--- src/rtl/press_event_gen.sv ---
// Key debouncer feeding the counter enable: 2-flop sync, 4-state debounce FSM, single-cycle press/release pulses.
// Optional auto-repeat while held is enabled by defining PRESS_REPEAT_EN.
//
// state       | meaning
// IDLE        | debounced level low, waiting for key_s high
// PRESS_CHK   | key_s high, counting consecutive high samples
// PRESSED     | debounced level high, waiting for key_s low
// RELEASE_CHK | key_s low, counting consecutive low samples
module press_event_gen #(
  parameter int DEBOUNCE_CYCLES = 4,
  parameter int REPEAT_CYCLES   = 16
) (
  input  logic clk,
  input  logic reset,
  input  logic key_in,
  output logic press_pulse,
  output logic release_pulse,
  output logic level,
  output logic busy
);

  localparam int CNT_W = $clog2(DEBOUNCE_CYCLES + 1);
  localparam logic [CNT_W-1:0] CNT_LAST = CNT_W'(DEBOUNCE_CYCLES - 1);
  localparam logic [CNT_W-1:0] CNT_SAT  = {CNT_W{1'b1}};

  if (DEBOUNCE_CYCLES < 2 || REPEAT_CYCLES < 2) begin : g_param_check
    $error("press_event_gen: DEBOUNCE_CYCLES and REPEAT_CYCLES must be >= 2");
  end

  typedef enum logic [1:0] {
    IDLE        = 2'd0,
    PRESS_CHK   = 2'd1,
    PRESSED     = 2'd2,
    RELEASE_CHK = 2'd3
  } state_t;

  state_t state, state_nxt;
  logic key_s1, key_s;
  logic [CNT_W-1:0] cnt, cnt_nxt, cnt_inc;
  logic level_nxt, press_nxt, release_nxt;

`ifdef PRESS_REPEAT_EN
  localparam int RPT_W = $clog2(REPEAT_CYCLES);
  localparam logic [RPT_W-1:0] RPT_LAST = RPT_W'(REPEAT_CYCLES - 1);
  logic [RPT_W-1:0] rpt, rpt_nxt;
`endif

  always_ff @(posedge clk or negedge reset) begin
    if (!reset) begin
      key_s1 <= 1'b0;
      key_s  <= 1'b0;
    end else begin
      key_s1 <= key_in;
      key_s  <= key_s1;
    end
  end

  assign cnt_inc = (cnt == CNT_SAT) ? cnt : cnt + CNT_W'(1);

  always_comb begin
    state_nxt   = state;
    cnt_nxt     = cnt;
    level_nxt   = level;
    press_nxt   = 1'b0;
    release_nxt = 1'b0;
`ifdef PRESS_REPEAT_EN
    rpt_nxt     = rpt;
`endif
    case (state)
      IDLE: begin
`ifdef PRESS_REPEAT_EN
        rpt_nxt = '0;
`endif
        if (key_s) begin
          state_nxt = PRESS_CHK;
          cnt_nxt   = CNT_W'(1);
        end else begin
          cnt_nxt = '0;
        end
      end
      PRESS_CHK: begin
        if (!key_s) begin
          state_nxt = IDLE;
          cnt_nxt   = '0;
        end else if (cnt == CNT_LAST) begin
          state_nxt = PRESSED;
          level_nxt = 1'b1;
          press_nxt = 1'b1;
          cnt_nxt   = '0;
`ifdef PRESS_REPEAT_EN
          rpt_nxt   = '0;
`endif
        end else begin
          cnt_nxt = cnt_inc;
        end
      end
      PRESSED: begin
        if (!key_s) begin
          state_nxt = RELEASE_CHK;
          cnt_nxt   = CNT_W'(1);
        end
`ifdef PRESS_REPEAT_EN
        // Repeat only while the key stays down; leaving for RELEASE_CHK freezes rpt.
        else if (rpt == RPT_LAST) begin
          press_nxt = 1'b1;
          rpt_nxt   = '0;
        end else begin
          rpt_nxt = rpt + RPT_W'(1);
        end
`endif
      end
      RELEASE_CHK: begin
        if (key_s) begin
          state_nxt = PRESSED;
          cnt_nxt   = '0;
        end else if (cnt == CNT_LAST) begin
          state_nxt   = IDLE;
          level_nxt   = 1'b0;
          release_nxt = 1'b1;
          cnt_nxt     = '0;
        end else begin
          cnt_nxt = cnt_inc;
        end
      end
      default: begin
        state_nxt = IDLE;
        cnt_nxt   = '0;
        level_nxt = 1'b0;
      end
    endcase
  end

  always_ff @(posedge clk or negedge reset) begin
    if (!reset) begin
      state         <= IDLE;
      cnt           <= '0;
      level         <= 1'b0;
      press_pulse   <= 1'b0;
      release_pulse <= 1'b0;
      busy          <= 1'b0;
    end else begin
      state         <= state_nxt;
      cnt           <= cnt_nxt;
      level         <= level_nxt;
      press_pulse   <= press_nxt;
      release_pulse <= release_nxt;
      busy          <= (state_nxt == PRESS_CHK) || (state_nxt == RELEASE_CHK);
    end
  end

`ifdef PRESS_REPEAT_EN
  always_ff @(posedge clk or negedge reset) begin
    if (!reset) rpt <= '0;
    else        rpt <= rpt_nxt;
  end
`endif

endmodule
--- config.mk ---
export PLATFORM = sky130hd
export DESIGN_NAME = press_event_gen
export DESIGN_NICKNAME = d
export VERILOG_FILES = /design/src/rtl/press_event_gen.sv
export SDC_FILE = /design/constraint.sdc
export NUM_CORES = 1
export LEC_CHECK = 0
export BUFFER_PORTS_ARGS = -buffer_cell sky130_fd_sc_hd__buf_2
export CORE_AREA = 4 4 41 43
export CTS_CLUSTER_SIZE = 24
export DETAILED_ROUTE_END_ITERATION = 10
export DIE_AREA = 0 0 45 47
export GPL_TIMING_DRIVEN = 1
export PLACE_DENSITY = 0.6
export SKIP_CTS_REPAIR_TIMING = 1
export SLEW_MARGIN = 30
export SYNTH_ARGS = -nofsm -noshare
export SYNTH_HDL_FRONTEND = slang
export SYNTH_SLANG_ARGS = --single-unit
--- constraint.sdc ---
create_clock -name clk -period 1.95 [get_ports clk]
set_clock_uncertainty 0.15 [all_clocks]
set_input_delay 0.39 -clock clk [delete_from_list [all_inputs] [get_ports clk]]
set_output_delay 0.39 -clock clk [all_outputs]
set_load 0.05 [all_outputs]
Word-level counts from Yosys, hierarchy flattened --
Index checks and enable logic that the tools add are counted.
Storage, ports and cells: output and inout port bits 4, logic and storage cells 49, bits in registers 11, bits of input ports 3
Operators by class: muxes and demuxes 24, add/subtract/negate cells 1, reductions and logical operators 4, eq/ne operators 12
Operators with widths (count):
- 3-bit two-way mux | 5
- 2-bit two-way mux | 6
- 3-bit case mux with 4 select lines | 1
- 1-bit two-way mux | 10
- 2-bit inequality test, second input constant | 5
- 2-bit case mux with 4 select lines | 1
- 2-bit equality test, second input constant | 3
- 5-bit AND reduction | 1
- 2-bit by 1-bit equality test with 1-bit output, second input constant | 2
- 3-bit by 1-bit adder with 3-bit output, second input constant | 1
- 3-bit by 2-bit equality test with 1-bit output, second input constant | 1
- 3-bit equality test, second input constant | 1
- 2-bit logical NOT | 1
- 1-bit case mux with 2 select lines | 1
- 2-bit nonzero test | 1
- 1-bit logical OR | 1

Depth between registers and ports, before layout --
Gate-level depths: netlist of the first run.
depth after elaboration 6, mapped depth 4, mapped depth without buffers 4

Worst setup path before layout of the first run --
No wires, ideal clock.
path type reg2reg, start point register state[0], end point register level, setup time 0.070 ns, arrival time 1.232 ns, setup slack 0.498 ns, cell stages (with the launch flop) 4, clock period less this slack 1.452 ns, data required time 1.730 ns, buffers on the path 0, path through dfrtp_1 and3b_4 and3_4 nand3b_1
Between the ends: longest elaborated chain between the ends 3, elaborated cells on any way between the ends 9, classes of those cells eq/ne (6); mux (1); reduce/logical (2)
RTL lines:
- start, declared | line 37 | state_t state, state_nxt;
- start signal, assigned | line 142 | state <= state_nxt;
- 2-bit by 1-bit equality test with 1-bit output / 2-bit equality test (equally long branches) | line 69 | case (state)
- 2-bit inequality test (no line) / 2-bit nonzero test (equally long branches)
- 5-bit AND reduction (no line)
- end signal, assigned | line 144 | level <= level_nxt;
- end, declared | line 18 | output logic level,
Several ways; a longest one is shown, not always the timed one. A chain may end at the register's enable or synchronous reset.

==> reports/metrics.yaml, run 1 <==
p_total_mw: 0.669
syn-instance-count: 36
synthAdderAreaFrac: 0.0291
setup_violations: 0
status: "finished clean"
htree_levels: 1
fin_crit_sh: 0.788
dpl_worst_slack_ns: 0.472
yosysTopAreaCell: "dfrtp_1"
cts_tree: "yes"
synthMuxAreaShare: 0
drt_pre_antenna_iters: 4
cp_max_fo: 7
maxCapViolations: 0
cp-start-kind: "flop"
relSlewSlack: 0.819
whs_path_depth: 1
path_buf_inv: 1
grt.total_usage: 0.101
clock_latency_ns: 0.26
final_max_slew_viol_count: 0
clk_transition_reported_paths_ns: 0.06
yosys.area_share.simple: 0.189
clockRootBuffer: "clkbuf_4"
hp-start: "key_in"
r2r_setup_slack_ns: 0.46
synth_top_area_frac: 0.581
routabilityCongestion: 0.704
ys_seq_area_frac: 0.581
leakage_nw: 0.239
ys_ff_latch: 10
worstSetupEndpointType: "primary output"
n_antenna_cell: 0
start_util: 0.331
critical_path.max_stage_delay_ns: 0.43
dpl_cell_area_um2: 472
synthTopCellsByArea: "dfrtp_1 (58%), nand3b_1 (5.2%), o211ai_1 (3.5%)"
dp_hpwl_um: 542
numPortBuffers: 6
setup_slack_ns: 0.414
powerDensity_mw_per_mm2: 1290
drive_above_1_share: 0.283
cts.sink_count: 10
crit_slowest_cell: "dfrtp_1"
ant_nets: 0
design_area_um2: 518
cts_made_buffers: 3
io_pins: 7
worstMarginPinSlew_ns: 0.272
synth_top_family_by_area: "simple AND/OR/NAND/NOR gates"
antenna_found_initial: 0
drt_wl_total_um: 763
fp.dieH_um: 47
max-vdd-ir-drop_v: 0.000508
crit_arrival_ns: 1.00
cp_cell_sequence: "buf_2"
gr-total-overflow: 0
r2r_cells: 4
dieArea_mm2: 0.00212
yosysWarningCount: 0
drt-initial-drc-count: 4
critPathKind: "flop to primary output"
timing_hold_violations_final: 0
r2r-end: "level"
area_growth_pct: 20.3
syn-num-nets: 40
die_w_um: 45
drc_errors: 0
avgSynthCellArea_um2: 12.0
grt_max_degree: 11
vias: 295
first_global_vias: 309
path_delay_family: "flip-flops"
clockBufferDepth: 2
synth_cell_types: 20
worst_ep_required_time_ns: 1.41
period_needed_ns: 1.54
holdCritPathClass: "primary input to flop"
min_to: "key_s1"
core-area_mm2: 0.00130
reg2reg_from: "cnt[0]"
rsz0062_at_grt: "no"
grt_pass1_wl_um: 1400
final_nets: 51
syn_area_um2: 430
synth-compound-area-share: 0.137
routedWlPerCell_um: 12.5
finalSetupTns_ns: 0
synth_xor_area_frac: 0.0203
vias_per_cell: 4.84
fmax_mhz: 651
rows: 13
-- cell type report --
| cell class | instances | area (um^2) |
|---|---|---|
| repair buffers | 7 | 40.0 |
| multi-input cells | 22 | 161 |
| clock buffers | 4 | 36.3 |
| fillers | 135 | 783 |
| well taps | 15 | 18.8 |
| flip-flops and latches | 10 | 250 |
| inverters | 3 | 11.3 |
-- worst register-to-register path: stages, from the launching register on --
cell      delay [ns]
dfrtp_1         0.41
ha_1            0.28
and3b_4         0.23
and3_4          0.17
nand3b_1        0.14
-- Yosys cell counts, drive strengths merged --
library cell / count
a21boi: 1
a31oi: 1
and2b: 1
and3: 1
and3b: 1
buf: 1
dfrtp: 10
ha: 1
inv: 3
nand2: 2
nand2b: 1
nand3: 1
nand3b: 3
nor2: 1
nor3: 1
o211a: 1
o211ai: 2
o21ai: 2
o22ai: 1
xnor2: 1
-- placed cells by master (no fill, tap or decap) --
master / n
o21ai_0: 2
a31oi_1: 1
and3b_4: 1
clkbuf_4: 3
and3_4: 1
nand3b_1: 3
clkbuf_8: 1
dfrtp_1: 10
nand2b_1: 1
dlygate4sd3_1: 1
buf_2: 6
inv_1: 3
a21boi_2: 1
o22ai_1: 1
o211a_1: 1
and2b_1: 1
o211ai_1: 2
ha_1: 1
nor3_1: 1
nand2_1: 2
xnor2_1: 1
nor2_1: 1
nand3_1: 1
-- metrics by stage --
stage	hold WS, ns	util	instances
floorplan	-0.0556	-	36
global placement	0.106	0.363	56
detailed placement	0.106	0.363	56
CTS	-0.184	0.390	60
global route	0.0642	0.398	61
finish	0.0873	0.398	61
-- flip-flops by register name, indices dropped and copies added (netlist names) --
name / cells
key_s: 1
level: 1
key_s1: 1
cnt: 3
press_pulse: 1
release_pulse: 1
state: 2
-- where the power goes --
part           switching (mW)  leakage (nW)  internal [mW]
Clock                  0.0700        0.0210          0.113
Combinational           0.116        0.0940         0.0757
Sequential             0.0474         0.124          0.246
Total                   0.234         0.239          0.435
-- worst max path at each step --
| stage | slack (ns) | start | endpoint | cells after the start |
|---|---|---|---|---|
| after floorplan | 0.50 | state[0] | level | 3 |
| after global placement | 0.48 | cnt[0] | level | 4 |
| after detailed placement | 0.47 | cnt[0] | level | 4 |
| after CTS | 0.40 | state[0] | busy | 1 |
| after global routing | 0.34 | state[0] | busy | 1 |
| final | 0.41 | state[0] | busy | 1 |
-- layer usage --
layer / vias up / part of all wire / track usage
met3: 2 / 0.085 / 0.0805
met4: 0 / 0.010 / 0.0526
li1: 145 / - / -
met2: 9 / 0.43 / 0.141
met5: - / 0 / 0
met1: 139 / 0.47 / 0.110
-- kinds of logic (layout without fill, tap and decap cells) --
kind of cell    Yosys count  count (layout)
simple gates             12              12
flops                    10              10
compound gates            8               8
buf+inv                   4              14
fa+ha+maj                 1               1
xor+xnor                  1               1
No activity file was read; power rests on OpenSTA's default activity.
==> run 2, diff against run 1 <==
ABC_AREA = 1   (was default)
PLACE_DENSITY = 0.61   (was 0.6)
clock period = 1.6 ns   (was 1.95 ns; I/O delays follow)
==> run 2 against run 1 <==
  * Cell count rose by 26%
  * Die area did not move
  * Critical path depth did not move
  * Clock-buffer cell count did not move
  * Global-route usage fell by 1.3 points
  * Design area rose by 8.2%
  * Largest power group unchanged
==> reports/metrics.yaml, run 2 <==
status: "finished clean"
relSlewSlack: 0.836
setup_violations: 0
grt_max_degree: 11
multi_input_area_um2: 171
cts_made_buffers: 3
syn-instance-count: 49
synth_cell_types: 13
layout_commonest_cell: "nand2_1"
die_w_um: 45
clock_latency_ns: 0.26
start_util: 0.344
fillers: 131
avgSynthCellArea_um2: 9.14
design_area_um2: 561
final_nets: 67
synth-async-reset-ratio: 1.00
finalSetupTns_ns: 0
worstSetupEndpointType: "primary output"
ys.flop_type: "dfrtp_1"
worstMarginPinSlew_ns: 0.246
largest_reg_flops: 3
holdCritPathClass: "flop to flop"
cts.sink_count: 10
leakage_nw: 0.297
period_needed_ns: 1.34
top_regs: "cnt (3), state (2)"
yosysMostFrequentCell: "nand2_1"
first_global_vias: 298
cp_max_fo: 2
synthTopCellsByArea: "dfrtp_1 (56%), nand2_1 (13%), nand3_1 (6.7%)"
vias: 346
io_pins: 7
cp_cell_sequence: "buf_2"
yosys.area_share.simple: 0.344
drive_above_1_share: 0.290
rsz0062_at_grt: "no"
regArea_um2: 250
synth-compound-area-share: 0.0112
maxCapViolations: 0
yosysWarningCount: 0
synth_top_family_by_area: "simple AND/OR/NAND/NOR gates"
largest_register: "cnt"
hold_slack_ns: 0.203
critPathKind: "flop to primary output"
routabilityCongestion: 0.823
clockBufferDepth: 2
grt_pass1_wl_um: 1240
fmax_mhz: 746
crit_arrival_ns: 0.87
synth_top_area_frac: 0.559
path_delay_family: "flip-flops"
syn-num-nets: 53
crit_slowest_cell: "dfrtp_1"
antenna_found_initial: 0
synth_xor_area_frac: 0
yosysTopAreaCell: "dfrtp_1"
fin_crit_sh: 0.838
clk_transition_reported_paths_ns: 0.06
core-area_mm2: 0.00130
cp-start-kind: "flop"
syn_area_um2: 448
path_buf_inv: 1
powerDensity_mw_per_mm2: 1650
worst_ep_required_time_ns: 1.13
fp.dieH_um: 47
gr-total-overflow: 0
numPortBuffers: 6
dieArea_mm2: 0.00212
area_growth_pct: 25.1
drt_pre_antenna_iters: 4
cts_tree: "yes"
max-vdd-ir-drop_v: 0.000664
dp_hpwl_um: 594
final_max_slew_viol_count: 0
clockRootBuffer: "clkbuf_4"
htree_levels: 1
grt.total_usage: 0.0882
rows: 13
drt_wl_total_um: 742
vias_per_cell: 4.49
synthAdderAreaFrac: 0.0279
ant_nets: 0
routedWlPerCell_um: 9.64
n_antenna_cell: 0
critical_path.max_stage_delay_ns: 0.35
timing_hold_violations_final: 0
synth_edf_count: 0
ys_ff_latch: 10
synthTopCellsByCount: "nand2_1 (15), dfrtp_1 (10), nand3_1 (6)"
synthMuxAreaShare: 0
drt-initial-drc-count: 10
dpl_cell_area_um2: 504
most-common-layout-cells: "nand2_1 (15), dfrtp_1 (10), nand3_1 (6), buf_2 (6), inv_1 (5)"
ys_seq_area_frac: 0.559
drc_errors: 0
run 2: path summary, 6_finish.rpt:
kind / from / end / slack (ns) / depth (start not counted)
worst min-delay path: key_s1 / key_s / 0.20 / 0
min in group asynchronous: reset / state[1] / 0.29 / 2
worst min register to register: key_s1 / key_s / 0.20 / 0
max in group asynchronous: reset / level / 0.83 / 2
worst max register to register: cnt[0] / cnt[0] / 0.30 / 6
worst max-delay path: level / level / 0.26 / 1
run 2: where the power goes:
group          internal, mW  switching (mW)  total, mW
logic                 0.109           0.237      0.346
registers             0.313          0.0503      0.364
clock network         0.138          0.0799      0.218
total                 0.561           0.367      0.927
run 2: per-layer routing:
| layer | share of wire | track usage | routed length [um] | vias up |
|---|---|---|---|---|
| met5 | 0 | 0 | 0 | - |
| met4 | 0 | 0.0526 | 0 | 0 |
| met3 | 0.046 | 0.0575 | 34 | 0 |
| met2 | 0.54 | 0.127 | 398 | 6 |
| met1 | 0.42 | 0.0974 | 309 | 159 |
| li1 | - | - | - | 181 |
run 2: area by class of cell:
cell class	instances	area share
inverters	7	0.0469
clock buffers	4	0.0647
repair buffers	9	0.103
multi-input cells	32	0.306
well taps	15	0.0335
flip-flops and latches	10	0.446
run 2: metrics by stage:
step / total power [mW] / worst slack [ns] / std cells / util
after detailed placement: 0.715 / 0.302 / 71 / 0.388
after floorplan: 0.624 / 0.254 / 49 / -
after CTS: 0.939 / 0.231 / 75 / 0.415
after global routing: 1.00 / 0.183 / 77 / 0.431
final: 0.927 / 0.259 / 77 / 0.431
after global placement: 0.712 / 0.329 / 71 / 0.388
run 2: cell families after synthesis:
logic type      after synthesis
simple gates                 30
buf+inv                       7
flops                        10
fa+ha+maj                     1
compound gates                1
==> run 3, diff against run 2 <==
clock period = 1.3 ns   (was 1.6 ns; I/O delays follow)
==> run 3 against run 2 <==
  * Via count grew 10%
  * Register-to-register slack worse by 0.23 ns
  * Sequential share of layout area is 4.0 points lower
  * Critical endpoint is now busy
==> reports/metrics.yaml, run 3 (synthesis results as in run 2) <==
power_frac_comb: 0.419
fin_crit_sh: 0.976
cts.sink_count: 10
powerDensity_mw_per_mm2: 2080
start_util: 0.344
multi_input_area_um2: 184
cp_cell_sequence: "buf_6"
clock_latency_ns: 0.26
hold_slack_ns: 0.205
final_max_slew_viol_count: 0
io_pins: 7
p_seq_frac: 0.368
dp_hpwl_um: 608
critPathKind: "flop to primary output"
rsz0062_at_grt: "yes"
dieArea_mm2: 0.00212
core-area_mm2: 0.00130
grt_pass1_wl_um: 1210
p_sw_mw: 0.498
setup_violations: 0
drt-initial-drc-count: 9
status: "finished clean"
final_nets: 71
reg2reg_from: "state[0]"
vias: 381
timing_hold_violations_final: 0
path_delay_family: "flip-flops"
fp.dieH_um: 47
routedWlPerCell_um: 10.7
p_total_mw: 1.29
gr-total-overflow: 0
clock_power_share: 0.213
area_growth_pct: 38.3
ant_nets: 0
dpl_worst_slack_ns: 0.0302
setup_slack_ns: 0.0309
n_antenna_cell: 0
drive_above_1_share: 0.364
numPortBuffers: 6
worst_ep_required_time_ns: 0.89
netSwitchingFraction: 0.387
fmax_mhz: 788
fillers: 127
layout_commonest_cell: "nand2_1"
intPower_mw: 0.789
stdcell_count: 81
antenna_found_initial: 0
top_regs: "cnt (3), state (2)"
clockBufferDepth: 2
rows: 13
relSlewSlack: 0.837
maxCapViolations: 0
hp-start: "key_s1"
drc_errors: 0
cp_max_fo: 4
max-vdd-ir-drop_v: 0.000995
largest_reg_flops: 3
drt_pre_antenna_iters: 4
worstSetupEndpointType: "primary output"
vias_per_cell: 4.70
clk_transition_reported_paths_ns: 0.07
cp-start-kind: "flop"
worstMarginPinSlew_ns: 0.247
most-common-layout-cells: "nand2_1 (15), dfrtp_1 (9), nand3_1 (6), inv_1 (5), buf_4 (5)"
post-route-util: 0.476
path_buf_inv: 1
critical_path.max_stage_delay_ns: 0.44
crit_start: "state[0]"
drt_wl_total_um: 865
grt_max_degree: 11
routabilityCongestion: 0.821
dp.cells: 71
crit_arrival_ns: 0.86
largest_register: "cnt"
first_global_vias: 316
die_w_um: 45
grt.total_usage: 0.0841
crit_slowest_cell: "dfrtp_2"
clockRootBuffer: "clkbuf_4"
regArea_um2: 251
cts_tree: "yes"
leakage_nw: 0.317
holdCritPathClass: "flop to flop"
htree_levels: 1
cts_made_buffers: 3
period_needed_ns: 1.27
[run 3: final timing paths]
kind / to / slack, ns / depth (start not counted)
worst max-delay path: busy / 0.03 / 1
worst min-delay path: key_s / 0.21 / 0
worst max register to register: state[1] / 0.07 / 6
worst min register to register: key_s / 0.21 / 0
max in group asynchronous: state[0] / 0.57 / 2
min in group asynchronous: key_s1 / 0.23 / 2
[run 3: cell type report]
class,count,area share
Clock buffer,4,0.0586
Tap cell,15,0.0303
Timing Repair Buffer,13,0.166
Inverter,7,0.0424
Multi-Input combinational cell,32,0.297
Sequential cell,10,0.406
[run 3: power by group through the flow]
| stage | Clock (mW) | Sequential, mW | Combinational (mW) |
|---|---|---|---|
| after floorplan | 0 | 0.575 | 0.196 |
| after global placement | 0 | 0.477 | 0.401 |
| after detailed placement | 0 | 0.482 | 0.409 |
| after CTS | 0.285 | 0.474 | 0.410 |
| after global routing | 0.305 | 0.484 | 0.593 |
| final | 0.274 | 0.473 | 0.540 |
[run 3: stage by stage]
stage	TNS (ns)	cell area, um^2
finish	0	619
global route	-0.00988	619
CTS	-0.150	542
detailed placement	0	505
global placement	0	505
floorplan	0	449
[run 3: worst register-to-register path, delay by kind of cell (launching register included)]
kind            cells  cell delay, ns
buf+inv             3            0.31
simple gates        2            0.16
compound gates      1            0.07
flops               1            0.44
[run 3: routing by layer]
metal	vias to the layer above	routed length [um]	GRT usage
met5	-	0	0
met4	0	0	0.0526
met3	0	43	0.0345
met2	12	468	0.133
met1	178	353	0.0948
li1	191	-	-
